## src/rtl/shift_window_ctrl_if.sv

```systemverilog
// Stream, window and datapath signals of the shift-window controller.
// The controller sits on the slave side; the driving environment uses master.
interface shift_window_ctrl_if;
    logic        in_valid;
    logic        in_ready;
    logic [31:0] in_data;
    logic        in_sof;
    logic        sp_write_en;
    logic [31:0] sp_data_in;
    logic        win_valid;
    logic        win_ready;
    logic [7:0]  win_row;
    logic [6:0]  win_col;
    logic        frame_done;
    logic        sof_err;

    // Handshakes: a word moves when in_valid & in_ready on a rising clk edge;
    // a window is consumed when win_valid & win_ready on a rising clk edge.
    // Valids hold their payload stable until the matching ready is seen.
    modport slave (
        input  in_valid, in_data, in_sof, win_ready,
        output in_ready, sp_write_en, sp_data_in, win_valid, win_row, win_col,
               frame_done, sof_err
    );

    modport master (
        output in_valid, in_data, in_sof, win_ready,
        input  in_ready, sp_write_en, sp_data_in, win_valid, win_row, win_col,
               frame_done, sof_err
    );
endinterface

```

## src/rtl/shift_window_ctrl.sv

```systemverilog
// Sequences the three-line shift datapath: one shift per accepted word, tracks
// row/column and flags windows that hold three real lines of the current frame.
module shift_window_ctrl #(
    parameter int WORDS_PER_LINE  = 84,
    parameter int LINES_PER_FRAME = 240
) (
    input  logic                 clk,
    input  logic                 reset,
    shift_window_ctrl_if.slave   bus,
    output logic [1:0]           dbg_state
);
    typedef enum logic [1:0] {
        IDLE = 2'd0,
        RUN  = 2'd1,
        DONE = 2'd2
    } state_e;

    localparam logic [6:0] COL_LAST = 7'(WORDS_PER_LINE - 1);
    localparam logic [7:0] ROW_LAST = 8'(LINES_PER_FRAME - 1);

    state_e      state_q, state_d;
    logic [7:0]  row_q, row_d;
    logic [6:0]  col_q, col_d;
    logic        win_valid_q, win_valid_d;
    logic [7:0]  win_row_q, win_row_d;
    logic [6:0]  win_col_q, win_col_d;
    logic        frame_done_q, frame_done_d;
    logic        sof_err_q, sof_err_d;

    logic        in_ready;
    logic        accept;
    logic        shift;
    logic [7:0]  word_row;
    logic [6:0]  word_col;

    // An unconsumed window blocks input so the datapath cannot shift under it.
    assign in_ready = !reset && (state_q != DONE) && !(win_valid_q && !bus.win_ready);
    assign accept   = bus.in_valid && in_ready;
    assign shift    = accept && ((state_q == RUN) || ((state_q == IDLE) && bus.in_sof));

    always_comb begin
        state_d      = state_q;
        row_d        = row_q;
        col_d        = col_q;
        win_valid_d  = win_valid_q;
        win_row_d    = win_row_q;
        win_col_d    = win_col_q;
        frame_done_d = 1'b0;
        sof_err_d    = 1'b0;
        word_row     = row_q;
        word_col     = col_q;

        if (bus.in_sof) begin
            word_row = 8'd0;
            word_col = 7'd0;
        end

        if (win_valid_q && bus.win_ready) begin
            win_valid_d = 1'b0;
        end

        case (state_q)
            IDLE: if (shift) state_d = RUN;
            RUN:  if (accept && bus.in_sof) sof_err_d = 1'b1;
            DONE: begin
                if (!win_valid_q) begin
                    frame_done_d = 1'b1;
                    state_d      = IDLE;
                end
            end
            default: state_d = IDLE;
        endcase

        if (shift) begin
            // Col 0 straddles a line boundary; rows 0-1 still expose stale lines.
            win_valid_d = (word_row >= 8'd2) && (word_col != 7'd0);
            win_row_d   = word_row;
            win_col_d   = word_col;
            if (word_col == COL_LAST) begin
                col_d = 7'd0;
                row_d = word_row + 8'd1;
                if (word_row == ROW_LAST) begin
                    state_d = DONE;
                    row_d   = 8'd0;
                end
            end else begin
                col_d = word_col + 7'd1;
                row_d = word_row;
            end
        end
    end

    always_ff @(posedge clk) begin
        if (reset) begin
            state_q      <= IDLE;
            row_q        <= 8'd0;
            col_q        <= 7'd0;
            win_valid_q  <= 1'b0;
            win_row_q    <= 8'd0;
            win_col_q    <= 7'd0;
            frame_done_q <= 1'b0;
            sof_err_q    <= 1'b0;
        end else begin
            state_q      <= state_d;
            row_q        <= row_d;
            col_q        <= col_d;
            win_valid_q  <= win_valid_d;
            win_row_q    <= win_row_d;
            win_col_q    <= win_col_d;
            frame_done_q <= frame_done_d;
            sof_err_q    <= sof_err_d;
        end
    end

    assign bus.in_ready    = in_ready;
    assign bus.sp_write_en = shift;
    assign bus.sp_data_in  = bus.in_data;
    assign bus.win_valid   = win_valid_q;
    assign bus.win_row     = win_row_q;
    assign bus.win_col     = win_col_q;
    assign bus.frame_done  = frame_done_q;
    assign bus.sof_err     = sof_err_q;
    assign dbg_state       = state_q;
endmodule

```

## src/flat_wrapper.sv

```systemverilog
// flat-port wrapper written by rule: the top's interface ports become plain ports
module shift_window_ctrl_flat 
#(
    parameter int WORDS_PER_LINE  = 84,
    parameter int LINES_PER_FRAME = 240
)
  (clk, reset, dbg_state, bus_in_valid, bus_in_data, bus_in_sof, bus_win_ready, bus_in_ready, bus_sp_write_en, bus_sp_data_in, bus_win_valid, bus_win_row, bus_win_col, bus_frame_done, bus_sof_err);
  shift_window_ctrl_if bus_i ();
  input  logic clk;
  input  logic reset;
  output logic [1:0] dbg_state;
  input wire logic [$bits(bus_i.in_valid)-1:0] bus_in_valid;
  input wire logic [$bits(bus_i.in_data)-1:0] bus_in_data;
  input wire logic [$bits(bus_i.in_sof)-1:0] bus_in_sof;
  input wire logic [$bits(bus_i.win_ready)-1:0] bus_win_ready;
  output wire logic [$bits(bus_i.in_ready)-1:0] bus_in_ready;
  output wire logic [$bits(bus_i.sp_write_en)-1:0] bus_sp_write_en;
  output wire logic [$bits(bus_i.sp_data_in)-1:0] bus_sp_data_in;
  output wire logic [$bits(bus_i.win_valid)-1:0] bus_win_valid;
  output wire logic [$bits(bus_i.win_row)-1:0] bus_win_row;
  output wire logic [$bits(bus_i.win_col)-1:0] bus_win_col;
  output wire logic [$bits(bus_i.frame_done)-1:0] bus_frame_done;
  output wire logic [$bits(bus_i.sof_err)-1:0] bus_sof_err;
  assign bus_i.in_valid = bus_in_valid;
  assign bus_i.in_data = bus_in_data;
  assign bus_i.in_sof = bus_in_sof;
  assign bus_i.win_ready = bus_win_ready;
  assign bus_in_ready = bus_i.in_ready;
  assign bus_sp_write_en = bus_i.sp_write_en;
  assign bus_sp_data_in = bus_i.sp_data_in;
  assign bus_win_valid = bus_i.win_valid;
  assign bus_win_row = bus_i.win_row;
  assign bus_win_col = bus_i.win_col;
  assign bus_frame_done = bus_i.frame_done;
  assign bus_sof_err = bus_i.sof_err;
  shift_window_ctrl #(.WORDS_PER_LINE(WORDS_PER_LINE), .LINES_PER_FRAME(LINES_PER_FRAME)) u_core (.clk(clk), .reset(reset), .bus(bus_i), .dbg_state(dbg_state));
endmodule
```

## config.mk

```make
export PLATFORM = sky130hd
export DESIGN_NAME = shift_window_ctrl_flat
export DESIGN_NICKNAME = d
export VERILOG_FILES = /design/src/rtl/shift_window_ctrl_if.sv /design/src/rtl/shift_window_ctrl.sv /design/src/flat_wrapper.sv
export SDC_FILE = /design/constraint.sdc
export NUM_CORES = 1
export LEC_CHECK = 0
export CORE_UTILIZATION = 25
export CTS_BUF_LIST = sky130_fd_sc_hd__clkbuf_16
export DETAILED_ROUTE_END_ITERATION = 10
export PLACE_DENSITY_LB_ADDON = 0.3
export SYNTH_ARGS = -nofsm -noshare
export SYNTH_HDL_FRONTEND = slang
export SYNTH_SLANG_ARGS = --single-unit
```

## constraint.sdc

```tcl
create_clock -name clk -period 2.5 [get_ports clk]
set_input_delay 0.25 -clock clk [delete_from_list [all_inputs] [get_ports clk]]
set_output_delay 0.25 -clock clk [all_outputs]
set_load 0.05 [all_outputs]
```

### Word-level counts from Yosys, hierarchy flattened

Index checks and enable logic that the tools add are counted.

* add/sub/neg operators: 2
* order comparisons: 1
* equal/unequal tests: 5
* mux-type cells: 15
* bitwise operators: 2
* reduce and logical (&&, ||, !) cells: 18

Operators by type and width (number)
* 8-bit 2-to-1 mux: 3
* 7-bit 2-to-1 mux: 2
* 2-bit 2-to-1 mux: 5
* 1-bit logical AND: 9
* 8-bit by 1-bit adder with 8-bit output (second input constant): 1
* 8-bit == test (second input constant): 1
* 8-bit by 2-bit greater-or-equal comparator with 1-bit output (second input constant): 1
* 7-bit by 1-bit adder with 7-bit output (second input constant): 1
* 7-bit == test (second input constant): 1
* 7-bit nonzero test: 1
* 2-bit one-hot mux with 3 select lines: 1
* 1-bit 2-to-1 mux: 4
* 2-bit OR reduction: 2
* 1-bit logical NOT: 3
* 2-bit by 1-bit == test with 1-bit output (second input constant): 1
* 2-bit == test (second input constant): 1
* 2-bit logical NOT: 1
* 2-bit != test (second input constant): 1
* 1-bit NOT: 2
* 2-bit nonzero test: 1
* 1-bit logical OR: 1

* flip-flop bits (word level): 35
* input port bits: 37
* output and inout port bits: 54

### Depth between registers and ports, before layout

Gate-level depths: netlist of run 1.

* depth after elaboration: 11
* gate-level depth with buffers: 9
* depth with buffers taken out: 7

### Worst setup path before layout of run 1

No wires, ideal clock.

* path kind: register to register
* start: reg u_core.win_valid_q, in the netlist u_core.bus.win_valid
* end: reg u_core.state_q[0], in the netlist u_core.dbg_state[0]
* arrival time: 2.167 ns
* slack: 0.149 ns
* stages on the path, launching flop included: 5
* path buffers: 1
* path through: dfxtp_1 nor2b_1 clkbuf_1 nor3_1 a31oi_1

* longest elaborated chain between the ends: 10
* elaborated cells on any way between the ends: 11

RTL lines
* from (decl): line shift_window_ctrl.sv:24 `logic win_valid_q, win_valid_d;`
* from (signal assigned): line shift_window_ctrl.sv:107 `win_valid_q <= win_valid_d;`
* 1-bit logical AND (*): line shift_window_ctrl.sv:37 `assign in_ready = !reset && (state_q != DONE) && !(win_valid_q && !bus.win_ready);`
* 1-bit logical NOT (*): line shift_window_ctrl.sv:37
* 1-bit logical AND (*): line shift_window_ctrl.sv:37
* via bus_in_ready: line flat_wrapper.sv:16 `output wire logic [$bits(bus_i.in_ready)-1:0] bus_in_ready;`
* 1-bit logical AND (*): line shift_window_ctrl.sv:38 `assign accept = bus.in_valid && in_ready;`
* 1-bit logical AND (*): line shift_window_ctrl.sv:39 `assign shift = accept && ((state_q == RUN) || ((state_q == IDLE) && bus.in_sof));`
* 2-bit 2-to-1 mux: line shift_window_ctrl.sv:63 `IDLE: if (shift) state_d = RUN;`
* 2-bit one-hot mux with 3 select lines: line shift_window_ctrl.sv:62 `case (state_q)`
* 2-bit 2-to-1 mux: line shift_window_ctrl.sv:82 `if (word_row == ROW_LAST) begin`
* 2-bit 2-to-1 mux: line shift_window_ctrl.sv:79 `if (word_col == COL_LAST) begin`
* 2-bit 2-to-1 mux (*): line shift_window_ctrl.sv:74 `if (shift) begin`
* to (signal assigned): line shift_window_ctrl.sv:104 `state_q <= state_d;`
* to (decl): line shift_window_ctrl.sv:21 `state_e state_q, state_d;`

The timed path passes the listed nets; every way through them passes the cells marked *.
A chain may end at the register's enable or synchronous reset.

### Worst setup path in the final report of run 1

* start: in bus_in_sof
* end: out bus_sp_write_en

* longest elaborated chain between the ends: 3

RTL lines
* from (decl): line flat_wrapper.sv:14 `input wire logic [$bits(bus_i.in_sof)-1:0] bus_in_sof;`
* 1-bit logical AND: line shift_window_ctrl.sv:39
* 1-bit logical OR: line shift_window_ctrl.sv:39
* 1-bit logical AND: line shift_window_ctrl.sv:39
* to (decl): line flat_wrapper.sv:17 `output wire logic [$bits(bus_i.sp_write_en)-1:0] bus_sp_write_en;`

No other way between the ends.

==> metrics.txt, run 1 <==
Tcrit/Tclk final 0.886; most common cell in the netlist nand2_1; hold endpoint u_core.bus.win_row[3]; hold slack approximately 450 ps; Hold Fails Final Rpt 0; Synth Area in Compound Gates 0.168; Yosys cell types 45; Synth Register Bits 35; layout cells sized above 1 0.100; Finished Core Util 0.308; Min-Delay Startpoint u_core.bus.win_row[3]; Synth area leader dfxtp_1; total gr overflow 0; CTS HTree Levels 2; top cells by area, synth dfxtp_1, buf_4, a21oi_1; Post-Place Worst Slack 92.6 ps; Routed Antenna Nets 0; share of the synthesized area in the top cell type 0.343; first-pass GRT wire length 8440 um; final wirelength 5160 um; TritonCTS clock tree yes; Root Driver clkbuf_16; post-CTS setup buffers 0; Clock Path Buffers 2; Placed Instance Area around 0.0022 mm^2; ant diodes 0; largest net degree at the start of global routing 35; initial antenna violation count 0; Max Slew Vio Count 0; die height 92.4 um; Cells after DPL 353; Max Cap Viol 0; Synth Area in XOR/XNOR 0.00429; clk sinks 35; DRC viols 0; hold depth 2; Final WS setup roughly 280 ps; multiplexer share of the synthesized area 0.00490; R2R depth 7; setup TNS 0 ps; DR pass1 iterations 4; share of flip-flops with an asynchronous set or reset 0; io pins 91; Rows 32; Starting Density 0.261; most frequent cells after synthesis nand2_1, dfxtp_1, buf_4; sequential share of the synthesized area 0.343; Adder-Cell Fraction of Synth Area 0.0245; vias in the first global route 1675; hpwl dp 3550 um; Vias 1748; peak supply drop 270 uV; largest family of logic cells by synthesized area simple AND/OR/NAND/NOR gates; clk_lat worst skew 280 ps; EDFF count, synth 0; RSZ-0062 raised after global routing false; Min Clock Period, post-route 2220 ps; area taken by multi-input logic gates 996 um^2; CTS-repair resized insts 0; endpoint type of the worst setup path output pin; initial DRC count 111; Fmax 0.451 GHz; nets@finish 299; CTS buffer count 5; synthesized area 0.00204 mm^2; WP data required 2250 ps; post-route cell area roughly 0.0024 mm^2; Reg clk slew, reported paths roughly 60 ps; reg2reg start u_core.col_q[1]; Total Power 1.37 mW; status complete, no violations; vias per cell 4.84; die area 0.00853 mm^2; Global Route Usage Sum 0.126; max_slew headroom 0.661; CP Max Fanout 17; pwr dens 569 mW/mm^2; Die X about 90 um; register area about 700 um^2; critical path arrival 1970 ps; Hold WC Path Type register to register; non-filler instance count after layout ~360; Max Clock Skew 7.17 ps; layout overhead on the synthesized area 18.0%; R2R Setup Slk 550 ps; leakage 0.867 nW; Synth Area in Simple Gates 0.286; Worst-Margin Slew 507 ps; CP Class input pin to output pin; core area a little under 0.008 mm^2; I/O Buffers 26; Mean Syn Cell Area 7.91 um^2; worst reg2reg endpoint u_core.row_q[1]; Startpoint Class input pin; GPL Wtd Cong 0.813; Mapped Cells 258; net count after synthesis 299; # fillers 835; # setup viols final 0; Synth Flop Type dfxtp_1; Syn. warnings 0; hold buffer count at CTS 0; WL/cell 14.3 um
[state kept, by name, indices dropped and copies added (netlist names)]
register and cells:
u_core.bus.frame_done 1, u_core.bus.sof_err 1, u_core.bus.win_col 7, u_core.bus.win_row 8, u_core.bus.win_valid 1, u_core.col_q 7
u_core.dbg_state 2, u_core.row_q 8
[worst max path at each step]
stage / start / end / slack (ps) / cells past startpoint
after floorplan: u_core.bus.win_valid / u_core.dbg_state[0] / 150 / 4
after global placement: bus_in_sof / u_core.col_q[3] / 150 / 8
after detailed placement: bus_in_sof / u_core.col_q[3] / 90 / 8
after CTS: bus_in_sof / bus_sp_write_en / 300 / 6
after global routing: bus_in_sof / bus_sp_write_en / 230 / 6
final: bus_in_sof / bus_sp_write_en / 280 / 6
[kinds of logic (layout without fill, tap and decap cells)]
family,Yosys count,count (layout)
xor+xnor,1,1
mux,1,1
simple gates,106,106
compound gates,56,56
fa+ha+maj,4,4
buf+inv,55,56
flops,35,35
[layout by cell type (no fill, tap or decap), types with 6 or more instances in the layout]
cell             instances
a21oi_1                 28
buf_4                   14
clkdlybuf4s50_1         24
dfxtp_1                 35
inv_1                    8
nand2_1                 36
nand3_1                  7
nand3b_1                 8
nor2_1                   7
nor2b_1                  7
nor3_1                   6
o21ai_0                  8
[metal layers]
layer	wire (um)	GRT usage	up-vias
met3	277	0.0443	12
met1	2710	0.175	806
met4	70	0.0404	0
met2	2110	0.181	40
li1	-	-	890
met5	0	0	-
[area by class of cell]
type | count | area share
tap | 102 | 0.0530
inverter | 8 | 0.0125
timing repair buffer | 40 | 0.160
clock buffer | 5 | 0.0519
multi-input combinational | 168 | 0.414
sequential | 35 | 0.291
clock inverter | 3 | 0.0182
[critical path, cell delays in order]
cell and delay (ps):
clkdlybuf4s50_1 510, buf_4 230, o21ai_1 110, or3_4 480, inv_1 200, buf_12 160
[report_power, final]
group	total (mW)	switching, mW	leakage [nW]	internal (mW)
Sequential	0.562	0.00211	0.282	0.560
Combinational	0.0916	0.0571	0.501	0.0345
Clock	0.717	0.247	0.0838	0.470
Note: power is estimated with default switching activity, not from simulation.
==> inputs of run 2 (changes only) <==
--- a/config.mk
+++ b/config.mk
@@ -8,7 +8,7 @@
 export CORE_UTILIZATION = 25
 export CTS_BUF_LIST = sky130_fd_sc_hd__clkbuf_16
 export DETAILED_ROUTE_END_ITERATION = 10
-export PLACE_DENSITY_LB_ADDON = 0.3
+export PLACE_DENSITY = 0.5
 export SYNTH_ARGS = -nofsm -noshare
 export SYNTH_HDL_FRONTEND = slang
 export SYNTH_SLANG_ARGS = --single-unit
==> constraint.sdc (replaced) <==
create_clock -name clk -period 2.5 [get_ports clk]
set_input_delay 0.25 -clock clk [delete_from_list [all_inputs] [get_ports clk]]
set_output_delay 0.25 -clock clk [all_outputs]
set_load 0.01 [all_outputs]
==> run 2 against run 1 <==
- hold slack got worse by 1.4 ps
- cell count fell by 0.28%
- critical endpoint unchanged
- non-clock buffer count decreased by 1
- cell area up 0.21%
- combinational power decreased by 14%
- critical path depth down 1
- highest routed layer unchanged
- count of clock-buffer cells in the layout unchanged
==> metrics.txt, run 2 (same netlist as run 1, synthesis figures left out) <==
status complete, no violations; Max Slew Vio Count 0; core area 0.00781 mm^2; Routed Antenna Nets 0; most frequent cells in the layout nand2_1, dfxtp_1, a21oi_1; final wirelength 4920 um; Root Driver clkbuf_16; first-pass GRT wire length 8470 um; RSZ-0062 raised after global routing false; Fmax 0.443 GHz; Clock Path Buffers 2; I/O Buffers 26; GPL Wtd Cong between 0.8 and 0.9; Starting Density 0.261; die area 0.00853 mm^2; Tcrit/Tclk final 0.903; pwr dens 596 mW/mm^2; # setup viols final 0; Vias 1730; initial DRC count 178; setup TNS 0 ps; leakage a little under 0.9 nW; WP data required 2250 ps; post-CTS setup buffers 0; Min Clock Period, post-route 2260 ps; TritonCTS clock tree yes; CP Max Fanout 7; max_slew headroom 0.738; layout overhead on the synthesized area 18.3%; vias in the first global route 1637; commonest non-fill, non-tap cell in the layout nand2_1; Max Clock Skew 3.87 ps; endpoint type of the worst setup path output pin; clk sinks 35; DR pass1 iterations 4; initial antenna violation count 0; nets@finish 298; layout cells sized above 1 0.0853; Rows 32; hpwl dp 3450 um; CP Class input pin to output pin; hold buffer count at CTS 0; Worst-Margin Slew 388 ps; ant diodes 0; total gr overflow 0; Max Cap Viol 0; Placed Instance Area 0.00222 mm^2; Global Route Usage Sum 0.125; Hold Fails Final Rpt 0; WL/cell 13.7 um; peak supply drop 260 uV; DRC viols 0; CTS HTree Levels 2; Reg clk slew, reported paths 60 ps; vias per cell 4.81; largest net degree at the start of global routing 35; post-route cell area 0.00241 mm^2; critical path arrival 2010 ps; die height between 90 and 100 um; clk_lat worst skew between 200 and 300 ps; Hold WC Path Type register to register; Die X 92.4 um; io pins 91; CTS buffer count 5; Startpoint Class input pin; CTS-repair resized insts 0
run 2: final timing paths:
check | from | to | slack (ps) | cells after the start
max | bus_in_sof | bus_sp_write_en | 240 | 5
min | u_core.bus.win_row[1] | u_core.bus.win_row[1] | 450 | 2
max reg2reg | u_core.dbg_state[1] | u_core.row_q[1] | 600 | 5
min reg2reg | u_core.bus.win_row[1] | u_core.bus.win_row[1] | 450 | 2
run 2: metrics by stage:
stage          hold slack, ps  setup WS, ps  utilization  std cells  power [mW]
2_1_floorplan             350           374            -        258       0.675
3_3_place_gp              444           206        0.285        352       0.654
3_5_place_dp              445           153        0.285        352       0.653
4_1_cts                   454           245        0.309        360        1.46
5_1_grt                   468           166        0.309        360        1.49
6_report                  450           243        0.309        360        1.44
run 2: critical path: stages:
cell and delay (ps):
clkdlybuf4s50_1 570, o21ai_1 120, or3_4 450, inv_1 90, clkdlybuf4s50_1 530
run 2: layer usage:
metal	wire (um)	vias up	global-route usage	share of wire
li1	-	878	-	-
met1	2520	791	0.187	0.51
met2	2050	52	0.172	0.42
met3	307	9	0.0353	0.062
met4	44	0	0.0352	0.0089
met5	0	-	0	0
run 2: cell type report:
class,count,area (um^2)
Tap cell,102,128
Multi-Input combinational cell,168,996
Fill cell,839,5390
Clock inverter,3,63.8
Sequential cell,35,701
Inverter,8,30.0
Timing Repair Buffer,39,370
Clock buffer,5,125
run 2: where the power goes:
| group | switching (mW) | total (mW) | internal, mW |
|---|---|---|---|
| sequential | 0.00225 | 0.562 | 0.560 |
| clock | 0.231 | 0.798 | 0.567 |
| combinational | 0.0471 | 0.0784 | 0.0312 |
